[config.mk]
export PLATFORM = sky130hd
export DESIGN_NAME = rob_commit_unit
export DESIGN_NICKNAME = d
export VERILOG_FILES = /design/src/rtl/rob_commit_unit.sv
export SDC_FILE = /design/constraint.sdc
export NUM_CORES = 1
export LEC_CHECK = 0
export ABC_CLOCK_PERIOD_IN_PS = 3300
export CAP_MARGIN = 10
export CORE_MARGIN = 1.5
export CORE_UTILIZATION = 25
export DETAILED_ROUTE_END_ITERATION = 12
export SLEW_MARGIN = 20
export SYNTH_ARGS = -nofsm -noshare
export SYNTH_HDL_FRONTEND = slang
export SYNTH_SLANG_ARGS = --single-unit
[constraint.sdc]
create_clock -name clk -period 3.3 [get_ports clk]
set_clock_uncertainty 0.1 [all_clocks]
set_input_delay 0.66 -clock clk [delete_from_list [all_inputs] [get_ports clk]]
set_output_delay 0.66 -clock clk [all_outputs]
set_load 0.1 [all_outputs]
[src/rtl/rob_commit_unit.sv]
// rob_commit_unit: in-order reorder buffer, one alloc and one commit per cycle.
// Optional ROB_PERF_CNT_EN adds the 32-bit commit_count retired-instruction counter.
`ifndef PHYSICAL_REG_NUM_WIDTH
`define PHYSICAL_REG_NUM_WIDTH 6
`endif
`ifndef ARCH_REG_NUM_WIDTH
`define ARCH_REG_NUM_WIDTH 5
`endif
module rob_commit_unit #(
   parameter int ROB_ADDR_WIDTH         = 4,
   parameter int PHYSICAL_REG_NUM_WIDTH = `PHYSICAL_REG_NUM_WIDTH,
   parameter int ARCH_REG_NUM_WIDTH     = `ARCH_REG_NUM_WIDTH
) (
   input  logic                              clk,
   input  logic                              reset,
   input  logic                              alloc_valid,
   input  logic                              alloc_with_write,
   input  logic [PHYSICAL_REG_NUM_WIDTH-1:0] alloc_phy_wr_reg,
   input  logic [ARCH_REG_NUM_WIDTH-1:0]     alloc_arch_wr_reg,
   output logic                              alloc_ready,
   output logic [ROB_ADDR_WIDTH-1:0]         alloc_rob_id,
   input  logic                              wb_valid,
   input  logic [ROB_ADDR_WIDTH-1:0]         wb_rob_id,
   output logic                              commit_valid,
   output logic                              commit_with_write,
   output logic [PHYSICAL_REG_NUM_WIDTH-1:0] commited_wr_register,
   output logic [ARCH_REG_NUM_WIDTH-1:0]     commit_arch_wr_reg,
   output logic [ROB_ADDR_WIDTH-1:0]         commit_rob_id,
   output logic                              rob_empty,
   output logic                              rob_full
`ifdef ROB_PERF_CNT_EN
   ,
   output logic [31:0]                       commit_count
`endif
);
   localparam int DEPTH = 1 << ROB_ADDR_WIDTH;
   localparam logic [ROB_ADDR_WIDTH:0] PTR_ONE = 1;
   logic [DEPTH-1:0] valid, done, with_write;
   logic [PHYSICAL_REG_NUM_WIDTH-1:0] phy [DEPTH];
   logic [ARCH_REG_NUM_WIDTH-1:0] arch [DEPTH];
   logic [ROB_ADDR_WIDTH:0] head, tail;
   logic [ROB_ADDR_WIDTH-1:0] hi, ti;
   logic alloc_fire;
   // Pointer decodes and head-entry view; everything here depends on registered state only.
   always_comb begin
      hi = head[ROB_ADDR_WIDTH-1:0];
      ti = tail[ROB_ADDR_WIDTH-1:0];
      rob_empty = head == tail;
      rob_full = (hi == ti) && (head[ROB_ADDR_WIDTH] != tail[ROB_ADDR_WIDTH]);
      alloc_ready = ~rob_full;
      alloc_rob_id = ti;
      alloc_fire = alloc_valid & alloc_ready;
      commit_valid = valid[hi] & done[hi];
      commit_with_write = commit_valid ? with_write[hi] : 1'b0;
      commited_wr_register = commit_valid ? phy[hi] : '0;
      commit_arch_wr_reg = commit_valid ? arch[hi] : '0;
      commit_rob_id = commit_valid ? hi : '0;
   end
   // Control state: pointers plus per-entry valid/done. Alloc and commit never hit the same
   // index in one cycle (that would need full and empty at once), so the updates are disjoint.
   always_ff @(posedge clk or posedge reset) begin
      if (reset) begin
         head <= '0;
         tail <= '0;
         valid <= '0;
         done <= '0;
      end else begin
         if (alloc_fire) begin
            valid[ti] <= 1'b1;
            done[ti] <= 1'b0;
            tail <= tail + PTR_ONE;
         end
         if (wb_valid && valid[wb_rob_id]) done[wb_rob_id] <= 1'b1;
         if (commit_valid) begin
            valid[hi] <= 1'b0;
            head <= head + PTR_ONE;
         end
      end
   end
   // Entry payload; needs no reset because commit outputs are gated by commit_valid.
   always_ff @(posedge clk) begin
      if (alloc_fire) begin
         with_write[ti] <= alloc_with_write;
         phy[ti] <= alloc_phy_wr_reg;
         arch[ti] <= alloc_arch_wr_reg;
      end
   end
`ifdef ROB_PERF_CNT_EN
   // Retired-instruction counter, wraps modulo 2^32.
   always_ff @(posedge clk or posedge reset) begin
      if (reset) commit_count <= '0;
      else if (commit_valid) commit_count <= commit_count + 32'd1;
   end
`endif
endmodule
==> qor.yml <==
overflow: 0
yosysSeqAreaShare: 0.694
start_kind: "register"
crit_end: "commited_wr_register[4]"
drc: 0
post-route-min-period_ns: 3.37
critPathTopFamily: "multiplexers"
antenna_left: 0
pre_cts_ws_ns: 0.339
failed_checks: "negative setup slack"
p_per_area_nw_per_um2: 1070
setup_violations: 11
end_kind: "output port"
met3_usage: 0.0207
grt_pass1_wl_mm: 36.2
dieWidth_um: 201
synth_largest_area_cell: "edfxtp_1"
antenna_cells: 0
drv_cap: 0
grt_max_degree: 43
setup_tns_ns: -0.335
cts.sinks: 234
crit_slowest_cell: "mux4_2"
synthCells: 507
fin_nets: 643
place_hpwl_mm: 14.7
r2r_start: "head[0]"
crit_type: "register to output port"
place.port_buffers: 43
worstPathCellList: "buf_6 -> buf_12 -> mux4_2 -> mux4_2 -> nor2b_4 -> buf_12"
tightest_slew_ns: 1.02
slew_viol_final: 0
ios: 44
cts_tree: "built"
post_drt_wl_per_cell_um: 21.3
hold_path.class: "register to register"
grt_util_met2: 0.204
syn_avg_cell_area_um2: 19.4
ys_ff_latch: 234
dieArea_um2: 40500
insertion_delay_ns: 0.54
syn-num-nets: 535
synthArstFlopShare: 0.179
drt_first_pass_iters: 5
crit_fanout: 6
period_share: 1.02
ff2ff_path_depth: 10
cp_num_buf_inv: 3
reg2reg_to: "phy[9][3]"
cts_made_buffers: 25
max_freq_mhz: 296
synth_top_area_share: 0.587
ys.flop_type: "edfxtp_1"
vias_per_cell: 4.48
coreArea_um2: 38700
crit_arrival_ns: 2.61
path_depth: 6
start_util: 0.254
drtIter0Drc: 519
outcome: "complete, but fails checks"
grt_util_all_layers: 0.120
gp_congestion: 0.811
htreeDepth: 1
maxSlewHeadroom: 0.315
placementRows: 72
rsz0062_at_grt: "yes"
syn-cell-area_um2: 9820
grt_pass1_vias: 5464
drive_gt1_frac: 0.368
antenna_found_initial: 0
hold_violations: 0
clockRootBuffer: "clkbuf_16"
crit_required_ns: 2.54
drt_wl_total_mm: 24.5
vias: 5161
power.ir.vdd_worst_mv: 0.375
clock_path_buffers: 3
ff2ff_setup_slack_ns: 0.37
synth-edff-count: 192
power.total_mw: 13.4
yosysUniqueCellTypes: 40
area_growth_pct: 27.5
die_h_um: 201
p_leak_nw: 4.34
yosys_warnings: 0
cp_slowest_stage_delay_ns: 0.53
gr-max-usage-layer: "met2"
worst_slack_ns: -0.0739
gr-usage-met1: 0.156
clkTransAtPathRegs_ns: 0.06
worstSetupStartpoint: "head[0]"
yosys-top-cells-area: "edfxtp_1 59%, dfrtp_1 11%, mux4_1 9.1%, mux4_2 7.6%, a2bb2oi_1 1.3%"
==> synth_stat cells (3+ instances only) <==
master     count
a2bb2oi_1     15
buf_1          3
buf_4          5
buf_6          3
buf_8          5
clkbuf_1       8
dfrtp_1       42
edfxtp_1     192
ha_1           8
inv_1         22
mux4_1        34
mux4_2        33
nand2_1       26
nand3_1       12
nand3b_1       4
nor2_1        18
nor2b_1        5
nor2b_4        7
nor3_1         9
o21ai_0        4
o22ai_1       17
xnor2_1        7
xor2_1         4
==> state kept, by name, indices dropped and copies added, names as in the netlist <==
| register | cells |
|---|---|
| tail | 5 |
| phy | 96 |
| done | 16 |
| with_write | 16 |
| valid | 16 |
| head | 5 |
| arch | 80 |
==> cell families (layout without fill, tap and decap cells) <==
| group | count (synthesis) | in the layout | synth area share |
|---|---|---|---|
| AOI/OAI and AO/OA | 47 | 47 | 0.0380 |
| xor gates and xnor gates | 11 | 11 | 0.00981 |
| adders and majority gates | 8 | 8 | 0.0102 |
| buffers and inverters | 51 | 178 | 0.0302 |
| DFF | 234 | 234 | 0.694 |
| muxes | 71 | 71 | 0.171 |
| and+or+nand+nor | 85 | 85 | 0.0464 |
==> stage by stage <==
step | hold slack, ns | area, um2 | instances | utilization
after floorplan | 0.361 | 9830 | 507 | -
after global placement | 0.377 | 11300 | 1081 | 0.292
after detailed placement | 0.380 | 11300 | 1081 | 0.292
after CTS | 0.391 | 12500 | 1146 | 0.323
after global routing | 0.402 | 12500 | 1152 | 0.323
final | 0.386 | 12500 | 1152 | 0.323
==> layout make-up <==
class                   count  area [um2]
fillers                  3728       26200
flip-flops and latches    234        6820
multi-input cells         222        2700
repair buffers            107        1350
well taps                 518         648
clock buffers              28         637
clock inverters            18         263
inverters                  25         103
==> worst register-to-register path, cell delays in order, from the launching register on <==
cell and delay (ns):
dfrtp_2 0.46, buf_12 0.15, buf_16 0.14, buf_4 0.15, xnor2_1 0.16, nand3_1 0.15, buf_4 0.15, o21bai_2 0.08
buf_4 0.18, nor2_1 0.52, buf_4 0.38
==> worst min-delay path by stage <==
stage / from / end / slack (ns) / depth (start not counted)
global placement: tail[4] / tail[4] / 0.38 / 1
detailed placement: tail[4] / tail[4] / 0.38 / 1
CTS: tail[4] / tail[4] / 0.39 / 1
global route: tail[4] / tail[4] / 0.40 / 1
floorplan: tail[4] / tail[4] / 0.36 / 1
finish: tail[4] / tail[4] / 0.39 / 1
==> timing repair <==
item | 4_1_cts | 5_1_grt
hold buffers | 0 | 0
buffers inserted | 14 | 8
setup endpoints to repair | 15 | 15
endpoints found under the hold margin | 0 | 0
pin swaps | 1 | 1
gates cloned | 6 | 2
resized for setup | 48 | 25
==> report_power, final <==
group / switching, mW / internal [mW]
Sequential: 0.304 / 3.71
Combinational: 3.47 / 2.86
Clock: 1.15 / 1.87
Total: 4.92 / 8.44
==> placed cells by master, fill, tap and decap left out, types with 4 or more instances in the layout <==
master           count
edfxtp_1           192
mux4_2              66
buf_4               45
dfrtp_1             40
buf_12              28
clkbuf_16           27
nand2_1             26
inv_1               21
clkdlybuf4s50_1     19
o22ai_1             17
a2bb2oi_1           15
nor2_1              14
nand3_1             12
nor2b_4             12
nor3_2               9
ha_1                 8
buf_6                8
xnor2_1              7
clkinv_2             7
bufinv_16            6
xor2_1               4
nand3b_1             4
buf_16               4
==> metal layers <==
layer	up-vias	share of wire
met3	36	0.053
met4	0	0.022
met5	-	0
li1	2251	-
met1	2723	0.41
met2	151	0.51
(Power assumes the default switching activity.)
